File: config.mk
export PLATFORM = sky130hd
export DESIGN_NAME = spi_tile_receiver_flat
export DESIGN_NICKNAME = d
export VERILOG_FILES = /design/src/rtl/led_matrix_pkg.sv /design/src/rtl/spi_tile_receiver_if.sv /design/src/rtl/sync_2ff.sv /design/src/rtl/spi_tile_receiver.sv /design/src/flat_wrapper.sv
export SDC_FILE = /design/constraint.sdc
export NUM_CORES = 1
export LEC_CHECK = 0
export CAP_MARGIN = 20
export CORE_MARGIN = 5
export CORE_UTILIZATION = 53
export CTS_BUF_LIST = sky130_fd_sc_hd__clkbuf_8
export CTS_CLUSTER_SIZE = 8
export DETAILED_ROUTE_END_ITERATION = 8
export HOLD_SLACK_MARGIN = 0.05
export PLACE_DENSITY = 0.78
export SLEW_MARGIN = 20
export SYNTH_ARGS = -nofsm -noshare
export SYNTH_HDL_FRONTEND = slang
export SYNTH_SLANG_ARGS = --single-unit
File: constraint.sdc
create_clock -name clk -period 3.05 [get_ports clk]
set_input_delay 0.4575 -clock clk [delete_from_list [all_inputs] [get_ports clk]]
set_output_delay 0.4575 -clock clk [all_outputs]
set_load 0.05 [all_outputs]
File: src/rtl/led_matrix_pkg.sv
// Shared definitions for the LED-matrix tile link: geometry, pixel layout and
// the receiver state encoding.
package led_matrix_pkg;

  localparam int MATRIX_COLS = 16;
  localparam int MATRIX_ROWS = 8;
  localparam int COLOR_BITS  = 8;

  typedef struct packed {
    logic [COLOR_BITS-1:0] r;
    logic [COLOR_BITS-1:0] g;
    logic [COLOR_BITS-1:0] b;
  } rgb_t;

  typedef enum logic [1:0] {
    ST_IDLE,
    ST_RECV,
    ST_FLUSH
  } spi_rx_state_e;

  function automatic int pixel_index(input int row, input int col);
    return row * MATRIX_COLS + col;
  endfunction

endpackage

File: src/rtl/spi_tile_receiver_if.sv
// Tile link bundle: SPI pins toward the receiver, pixel/frame strobes back out.
interface spi_tile_receiver_if #(
  parameter int PIXELS     = 128,
  parameter int COLOR_BITS = led_matrix_pkg::COLOR_BITS
);
  logic                      spi_clk;
  logic                      spi_mosi;
  logic                      sel_n;
  logic                      pix_valid;
  logic [$clog2(PIXELS)-1:0] pix_addr;
  logic [3*COLOR_BITS-1:0]   pix_rgb;
  logic                      frame_done;
  logic                      frame_err;
  logic                      busy;

  modport slave (
    input  spi_clk, spi_mosi, sel_n,
    output pix_valid, pix_addr, pix_rgb, frame_done, frame_err, busy
  );

  modport master (
    output spi_clk, spi_mosi, sel_n,
    input  pix_valid, pix_addr, pix_rgb, frame_done, frame_err, busy
  );
endinterface

File: src/rtl/sync_2ff.sv
// Two-flop synchronizer for asynchronous pins, with a configurable reset value
// so inactive-high inputs come out of reset deasserted.
module sync_2ff #(
  parameter int               WIDTH     = 1,
  parameter logic [WIDTH-1:0] RESET_VAL = '0
) (
  input  logic             clk,
  input  logic             rst,
  input  logic [WIDTH-1:0] d,
  output logic [WIDTH-1:0] q
);
  logic [WIDTH-1:0] meta;

  // NOTE: non-blocking so each stage samples the previous stage's old value.
  always_ff @(posedge clk or posedge rst) begin
    if (rst) begin
      meta <= RESET_VAL;
      q    <= RESET_VAL;
    end else begin
      meta <= d;
      q    <= meta;
    end
  end
endmodule

File: src/rtl/spi_tile_receiver.sv
// Oversampling SPI receiver for one LED tile: turns the serial stream into
// per-pixel write strobes and reports frame completion or abort.
module spi_tile_receiver #(
  parameter int PIXELS         = 128,
  parameter int COLOR_BITS     = led_matrix_pkg::COLOR_BITS,
  parameter int TIMEOUT_CYCLES = 4096
) (
  input  logic                clk,
  input  logic                rst,
  spi_tile_receiver_if.slave  bus
);
  import led_matrix_pkg::*;

  localparam int PIX_W = 3 * COLOR_BITS;
  localparam int AW    = $clog2(PIXELS);
  localparam int BW    = $clog2(PIX_W);
  localparam int TW    = $clog2(TIMEOUT_CYCLES + 1);
  localparam logic [AW-1:0] LAST_PIX = AW'(PIXELS - 1);
  localparam logic [BW-1:0] LAST_BIT = BW'(PIX_W - 1);
  localparam logic [TW-1:0] T_LAST   = TW'(TIMEOUT_CYCLES - 1);

  logic [1:0] pins_s;
  logic       sel_s;
  logic       spi_clk_d, rise, mosi_d;

  sync_2ff #(.WIDTH(2), .RESET_VAL(2'b00)) u_sync_spi (
    .clk (clk), .rst (rst), .d ({bus.spi_clk, bus.spi_mosi}), .q (pins_s)
  );
  sync_2ff #(.WIDTH(1), .RESET_VAL(1'b1)) u_sync_sel (
    .clk (clk), .rst (rst), .d (bus.sel_n), .q (sel_s)
  );

  // Registered edge detect; mosi is delayed alongside so it lines up with rise.
  always_ff @(posedge clk or posedge rst) begin
    if (rst) begin
      spi_clk_d <= 1'b0;
      rise      <= 1'b0;
      mosi_d    <= 1'b0;
    end else begin
      spi_clk_d <= pins_s[1];
      rise      <= pins_s[1] & ~spi_clk_d;
      mosi_d    <= pins_s[0];
    end
  end

  spi_rx_state_e    state, state_n;
  logic [BW-1:0]    bit_cnt, bit_n;
  logic [AW-1:0]    pix_cnt, pix_n;
  logic [TW-1:0]    tcnt, t_n;
  logic [PIX_W-1:0] shreg, sh_n;
  logic [PIX_W-1:0] rgb_q, rgb_n;
  logic [AW-1:0]    addr_q, addr_n;
  logic             valid_q, valid_n, done_q, done_n, err_q, err_n;

  always_ff @(posedge clk or posedge rst) begin
    if (rst) begin
      state   <= ST_IDLE;
      bit_cnt <= '0;
      pix_cnt <= '0;
      tcnt    <= '0;
      shreg   <= '0;
      rgb_q   <= '0;
      addr_q  <= '0;
      valid_q <= 1'b0;
      done_q  <= 1'b0;
      err_q   <= 1'b0;
    end else begin
      state   <= state_n;
      bit_cnt <= bit_n;
      pix_cnt <= pix_n;
      tcnt    <= t_n;
      shreg   <= sh_n;
      rgb_q   <= rgb_n;
      addr_q  <= addr_n;
      valid_q <= valid_n;
      done_q  <= done_n;
      err_q   <= err_n;
    end
  end

  // NOTE: every variable gets a default first so no latch is inferred.
  always_comb begin
    state_n = state;
    bit_n   = bit_cnt;
    pix_n   = pix_cnt;
    t_n     = tcnt;
    sh_n    = shreg;
    rgb_n   = rgb_q;
    addr_n  = addr_q;
    valid_n = 1'b0;
    done_n  = 1'b0;
    err_n   = 1'b0;

    unique case (state)
      ST_IDLE: begin
        bit_n = '0;
        pix_n = '0;
        t_n   = '0;
        if (!sel_s) state_n = ST_RECV;
      end
      ST_RECV: begin
        t_n = tcnt + 1'b1;
        if (rise) begin
          t_n  = '0;
          sh_n = {shreg[PIX_W-2:0], mosi_d};
          if (bit_cnt == LAST_BIT) begin
            bit_n   = '0;
            valid_n = 1'b1;
            rgb_n   = sh_n;
            addr_n  = pix_cnt;
            pix_n   = pix_cnt + 1'b1;
            done_n  = (pix_cnt == LAST_PIX);
          end else begin
            bit_n = bit_cnt + 1'b1;
          end
        end
        // A frame that just completed wins over a simultaneous deselect.
        if (done_n) begin
          state_n = sel_s ? ST_IDLE : ST_FLUSH;
        end else if (sel_s) begin
          state_n = ST_IDLE;
          err_n   = (bit_n != '0) || (pix_n != '0);
        end else if (!rise && tcnt == T_LAST) begin
          state_n = ST_IDLE;
          err_n   = 1'b1;
        end
      end
      ST_FLUSH: begin
        if (sel_s) state_n = ST_IDLE;
      end
      default: state_n = ST_IDLE;
    endcase
  end

  assign bus.pix_valid  = valid_q;
  assign bus.pix_addr   = addr_q;
  assign bus.pix_rgb    = rgb_q;
  assign bus.frame_done = done_q;
  assign bus.frame_err  = err_q;
  assign bus.busy       = (state != ST_IDLE);
endmodule
File: src/flat_wrapper.sv
// flat-port wrapper written by rule: the top's interface ports become plain ports
module spi_tile_receiver_flat import led_matrix_pkg::*;
#(
  parameter int PIXELS         = 128,
  parameter int COLOR_BITS     = led_matrix_pkg::COLOR_BITS,
  parameter int TIMEOUT_CYCLES = 4096
)
  (clk, rst, bus_spi_clk, bus_spi_mosi, bus_sel_n, bus_pix_valid, bus_pix_addr, bus_pix_rgb, bus_frame_done, bus_frame_err, bus_busy);
  spi_tile_receiver_if #(.PIXELS(PIXELS), .COLOR_BITS(COLOR_BITS)) bus_i ();
  input  logic clk;
  input  logic rst;
  input wire logic [$bits(bus_i.spi_clk)-1:0] bus_spi_clk;
  input wire logic [$bits(bus_i.spi_mosi)-1:0] bus_spi_mosi;
  input wire logic [$bits(bus_i.sel_n)-1:0] bus_sel_n;
  output wire logic [$bits(bus_i.pix_valid)-1:0] bus_pix_valid;
  output wire logic [$bits(bus_i.pix_addr)-1:0] bus_pix_addr;
  output wire logic [$bits(bus_i.pix_rgb)-1:0] bus_pix_rgb;
  output wire logic [$bits(bus_i.frame_done)-1:0] bus_frame_done;
  output wire logic [$bits(bus_i.frame_err)-1:0] bus_frame_err;
  output wire logic [$bits(bus_i.busy)-1:0] bus_busy;
  assign bus_i.spi_clk = bus_spi_clk;
  assign bus_i.spi_mosi = bus_spi_mosi;
  assign bus_i.sel_n = bus_sel_n;
  assign bus_pix_valid = bus_i.pix_valid;
  assign bus_pix_addr = bus_i.pix_addr;
  assign bus_pix_rgb = bus_i.pix_rgb;
  assign bus_frame_done = bus_i.frame_done;
  assign bus_frame_err = bus_i.frame_err;
  assign bus_busy = bus_i.busy;
  spi_tile_receiver #(.PIXELS(PIXELS), .COLOR_BITS(COLOR_BITS), .TIMEOUT_CYCLES(TIMEOUT_CYCLES)) u_core (.clk(clk), .rst(rst), .bus(bus_i));
endmodule
==> Yosys cells after proc, flatten, opt, wreduce, memory -nomap -nowiden <==
Cells that the tools add are included.
{ "word_totals": {"input_bits": 5, "output_inout_bits": 35, "wordCells": 69, "regBits": 93} }
{ "classes": {"n_reduce_logical": 11, "addsub": 3, "eq_ne": 8, "muxes": 28, "bitwise_logic": 2} }
{ "op_table": {"columns": ["operator", "count"], "rows": [
  ["$pmux 13 s2", 1],
  ["$mux 7", 3],
  ["$mux 5", 3],
  ["$pmux 7 s2", 1],
  ["$add 13x1->13 const B", 1],
  ["$eq 13x12->1 const B", 1],
  ["$mux 13", 1],
  ["$mux 2", 6],
  ["$mux 1", 11],
  ["$pmux 5 s2", 1],
  ["$add 7x1->7 const B", 1],
  ["$eq 7x7->1 const B", 1],
  ["$reduce_bool 7->1", 1],
  ["$pmux 2 s3", 1],
  ["$reduce_and 3->1", 2],
  ["$add 5x1->5 const B", 1],
  ["$eq 5x5->1 const B", 1],
  ["$reduce_bool 5->1", 1],
  ["$ne 2x2->1 const B", 2],
  ["$ne 4x2->1 const B", 1],
  ["$reduce_bool 2->1", 2],
  ["$eq 2x1->1 const B", 1],
  ["$eq 2x2->1 const B", 1],
  ["$logic_not 2->1", 1],
  ["other kinds (6)", 6]
]} }

==> Depth between registers and ports, before layout <==
{ "depth": {"word_depth": 9, "ltp_mapped": 7, "ltp_nobuf": 6} }

==> By module <==
A second synthesis with hierarchy kept.
{ "hier_totals": {"cells_unflattened": 323, "hier_area_um2": 4113.9} }
{ "modules_own_cells": {"columns": ["mod", "cells_each", "n_inst", "area_each_um2", "seq_area_each_um2"], "rows": [
  ["spi_tile_receiver", 315, 1, 3953.8, 2177.1],
  ["sync_2ff (u_core.u_sync_spi)", 5, 1, 103.8, 100.1],
  ["sync_2ff (u_core.u_sync_sel)", 3, 1, 56.3, 52.6]
]} }

==> Least setup slack after synthesis <==
Ideal clock, no wire load.
{ "synth_path": {"kind": "flip-flop to flip-flop", "startpoint": "register u_core.bit_cnt[0]", "endpoint": "register u_core.err_q (netlist: u_core.bus.frame_err)", "path_buffers": 0, "path_stages_with_launch": 7, "t_required_ps": 2919, "t_arrival_ps": 1625, "slack_ps": 1294, "period_less_slack_ps": 1756, "setup_time_ps": 131, "cell_sequence": "dfrtp_1 > ha_1 > or3b_1 > a21oi_1 > o211ai_1 > nor4_1 > a31oi_1"} }
{ "synth_between": {"elab_chain_cells": 9, "elab_cells_between_ends": 17, "classes_between": "add/sub (1); eq/ne (1); mux (12); reduce/logical (3)"} }
{ "synth_lines": {"columns": ["element", "line", "source"], "rows": [
  ["from (decl)", "spi_tile_receiver.sv:47", "logic [BW-1:0] bit_cnt, bit_n;"],
  ["from (signal assigned)", "spi_tile_receiver.sv:69", "bit_cnt <= bit_n;"],
  ["$add 5x1->5 / $eq 5x5->1 (equally long branches)", "spi_tile_receiver.sv:114, spi_tile_receiver.sv:106", null],
  ["$mux 5 / $mux 7 (equally long branches)", "spi_tile_receiver.sv:106", "if (bit_cnt == LAST_BIT) begin"],
  ["$mux 5 / $mux 7 (equally long branches)", "spi_tile_receiver.sv:103", "if (rise) begin"],
  ["$mux 5 / $mux 7 (equally long branches)", "spi_tile_receiver.sv:94", "unique case (state)"],
  ["$reduce_bool 5->1 / $reduce_bool 7->1 (equally long branches)", "spi_tile_receiver.sv:122", "err_n = (bit_n != '0) || (pix_n != '0);"],
  ["$logic_or 1x1->1", "spi_tile_receiver.sv:122", null],
  ["$mux 1", "spi_tile_receiver.sv:120", "end else if (sel_s) begin"],
  ["$mux 1 (*)", "spi_tile_receiver.sv:118", "if (done_n) begin"],
  ["$mux 1 (*)", "spi_tile_receiver.sv:94", null],
  ["named net u_core.err_n", "spi_tile_receiver.sv:53", "logic valid_q, valid_n, done_q, done_n, err_q, err_n;"],
  ["to (signal assigned)", "spi_tile_receiver.sv:77", "err_q <= err_n;"],
  ["to (decl)", "spi_tile_receiver.sv:53", null]
]} }
The timed path passes the listed nets; every way through them passes the cells marked *. The select of a mux whose other input is x is not followed.
A chain may end at the register's enable or synchronous reset.

==> Final worst setup path <==
{ "layout_path": {"startpoint": "register u_core.state[1]", "endpoint": "output bus_busy"} }
{ "layout_between": {"elab_chain_cells": 1} }
{ "layout_lines": {"columns": ["element", "line", "source"], "rows": [
  ["from (decl)", "spi_tile_receiver.sv:46", "spi_rx_state_e state, state_n;"],
  ["from (signal assigned)", "spi_tile_receiver.sv:68", "state <= state_n;"],
  ["$reduce_bool 2->1", "spi_tile_receiver.sv:140", "assign bus.busy = (state != ST_IDLE);"],
  ["to (decl)", "flat_wrapper.sv:20", "output wire logic [$bits(bus_i.busy)-1:0] bus_busy;"]
]} }
No other way between the ends.

==> metrics.cfg <==
[synthesis]
synth.distinct_cells=50
synth_edf_count=0
yosys.area.top_type=dfrtp_1
synth_area_mm2=0.00401
yosys_warnings=0
netlist_top_cells_area=dfrtp_1, mux2_2, o21ai_0
syn_area_per_cell_um2=12.2
synth_flop_cell=dfrtp_1
synth_cells=330
ys_seq_elements=93
synth_top_area_share_pct=56.8
ys_seq_area_share_pct=58.1
synth_nets=338
async_flop_share_pct=100

[power]
p_per_area_mw_per_mm2=487
p_sw_w=0.000591
vdd_drop_max_uv=427
internal_power_w=0.00168
combPwrFrac_pct=5.8
clockPowerShare_pct=35.3
leakage_nw=2.13
seqPwrFrac_pct=58.9
switching_share_pct=26.0

[global_routing]
track_usage_pct=16.0
overflow=0
grt_pass1_wl_um=12500
grt_pass1_vias=2591
antenna_found_initial=0
grt_max_degree=54

[timing]
setup_viol=0
slew_viol_final=0
max_freq_ghz=0.425
skew_ns=0.00957
max-slew-margin-rel_pct=51.6
hold_violations=0
period_minus_slack_ns=2.36
grt_setup_unrepaired=false
fin_crit_sh_pct=77.2
finalSetupTns_ns=0
tightest_slew_ns=0.724
whs_ns=0.363

[worst_setup_path]
crit_arrival_ns=1.90
crit_fanout=10
critPathMaxStageDelay_ns=0.70
cp-startpoint=u_core.state[1]$_DFFE_PP0P_
r2r_slack_ns=1.04
endpoint=bus_busy
path_buf_inv=1
worst_setup_path_start_kind=register
rr_worst_depth=6
worst_setup_path_end_kind=output port
critPathSlowestCell=clkdlybuf4s50_1
cp_num_cells=2
crit_chain=or2_2 > clkdlybuf4s50_1
critical_path_class=register to output port
r2r_start=u_core.bit_cnt[0]$_DFFE_PP0P_
rr_endpoint=u_core.bus.frame_err$_DFF_PP0_
cp_data_required_time_ns=2.59
critPathTopFamily=buffers and inverters

[hold_path]
holdPathStages=0
hp-start=u_core.u_sync_spi.meta[1]$_DFF_PP0_
hold_class=register to register

[die]
die_y_um=97.0
core-area_mm2=0.00729
die_area_mm2=0.00941
rows=31
fp.dieW_um=97.0
boundaryPins=40
start_util_pct=55.0

[detailed_routing]
drtAntennaViolNets=0
routed_wirelength_um=7130
dr.pass1.iters=4
drt_iter0_markers=156
wire_per_inst_um=15.2
vias=2593
route.detailed.drc=0
vias_per_cell=5.52

[cts]
cts_hold_buf=0
cts_tree=built
clockBufferDepth=2
htree_levels=3
cts-root-buf=clkbuf_8
path_clk_slew_ns=0.10
numCtsBuffers=9
ctsResizeCount=0
cts_sinks=93
insertion_delay_ns=0.37
post-cts-setup-buffers=0

[final_layout]
final_common_cell=dfrtp_1
final_cell_mix=dfrtp_1, mux2_2, clkdlybuf4s50_1, o21ai_0, nand2_1
area_growth_pct=16.4
antenna_cells=0
drive_gt1_share_pct=24.0
nNetsFinal=374
seq_area_mm2=0.00233
multi_input_area_mm2=0.00155
nFillCells=596

[placed_design]
gp_congestion=0.800
numPortBuffers=39
post-dp-hpwl_um=4790

[flow_run]
maxCapViolations=0

[run_status]
status=completed

[logic make-up (layout without fill, tap and decap cells)]
| kind of cell | Yosys count | count (layout) | synth area share, % |
|---|---|---|---|
| mux | 59 | 59 | 16.4 |
| compound gates | 64 | 64 | 9.42 |
| xor+xnor | 2 | 2 | 0.437 |
| flops | 93 | 93 | 58.1 |
| simple gates | 84 | 84 | 11.5 |
| fa+ha+maj | 3 | 3 | 0.936 |
| buf+inv | 25 | 66 | 3.24 |
[cell type report]
type                    count  area share, %
clock buffers               9           2.65
clock inverters             7           1.63
inverters                   6          0.509
multi-input cells         212           33.2
flip-flops and latches     93           49.9
well taps                  99           2.65
repair buffers             44           9.43
[registers in the layout, indices dropped and copies added (netlist names)]
signal,flops
u_core.bit_cnt,5
u_core.bus.frame_done,1
u_core.bus.frame_err,1
u_core.bus.pix_addr,7
u_core.bus.pix_rgb,24
u_core.bus.pix_valid,1
u_core.mosi_d,1
u_core.pix_cnt,7
u_core.rise,1
u_core.shreg,23
u_core.spi_clk_d,1
u_core.state,2
u_core.tcnt,13
u_core.u_sync_sel.meta,1
u_core.u_sync_sel.q,1
u_core.u_sync_spi.meta,2
u_core.u_sync_spi.q,2
[power groups by stage]
| stage | logic [W] | clock network [W] | registers (W) |
|---|---|---|---|
| 2_1_floorplan | 0.000104 | 0 | 0.00135 |
| 3_3_place_gp | 0.000129 | 0 | 0.00136 |
| 3_5_place_dp | 0.000134 | 0 | 0.00137 |
| 4_1_cts | 0.000135 | 0.000842 | 0.00134 |
| 5_1_grt | 0.000150 | 0.000886 | 0.00135 |
| 6_report | 0.000131 | 0.000803 | 0.00134 |
[layer usage]
| layer | vias up | wire, um | global-route usage (%) | part of all wire [%] |
|---|---|---|---|---|
| met4 | 0 | 116 | 6.26 | 1.6 |
| met3 | 12 | 351 | 4.60 | 4.9 |
| met2 | 50 | 3360 | 24.5 | 47 |
| met1 | 1276 | 3300 | 21.5 | 46 |
| li1 | 1255 | - | - | - |
| met5 | - | 0 | 0 | 0 |
[stage by stage]
step / setup WS (ns) / power [W] / cell area (um2) / instances / utilization [%]
final: 0.695 / 0.00227 / 4670 / 470 / 64.0
after global placement: 1.09 / 0.00149 / 4470 / 454 / 61.3
after floorplan: 0.175 / 0.00145 / 4010 / 330 / -
after detailed placement: 1.07 / 0.00150 / 4470 / 454 / 61.3
after global routing: 0.643 / 0.00239 / 4670 / 470 / 64.0
after CTS: 0.669 / 0.00232 / 4670 / 470 / 64.0
[how the worst min path moves through the flow]
| stage | end | slack (ns) |
|---|---|---|
| after floorplan | u_core.mosi_d$_DFF_PP0_ | 0.33 |
| after global placement | u_core.u_sync_spi.q[0]$_DFF_PP0_ | 0.33 |
| after detailed placement | u_core.u_sync_spi.q[1]$_DFF_PP0_ | 0.34 |
| after CTS | u_core.u_sync_spi.q[1]$_DFF_PP0_ | 0.37 |
| after global routing | u_core.u_sync_sel.q$_DFF_PP1_ | 0.37 |
| final | u_core.u_sync_spi.q[1]$_DFF_PP0_ | 0.36 |
[synthesized netlist by cell type (2+ instances only)]
cell / instances
a31oi_1: 4
nor2_1: 16
mux2_2: 54
dfstp_2: 2
buf_2: 7
and2_1: 2
buf_6: 3
nor2b_1: 6
a211oi_1: 2
inv_1: 6
a31o_2: 2
nand4_1: 5
nand2_1: 21
o22ai_1: 2
nand2b_1: 3
nand3_1: 6
clkbuf_1: 7
o21ai_0: 30
dfrtp_1: 91
ha_1: 3
or2_2: 2
o31ai_1: 3
nor3_1: 4
a21oi_1: 13
xnor2_1: 2
mux2i_1: 5
and3_1: 5
a22o_1: 2
No activity file was read; power rests on OpenSTA's default activity.
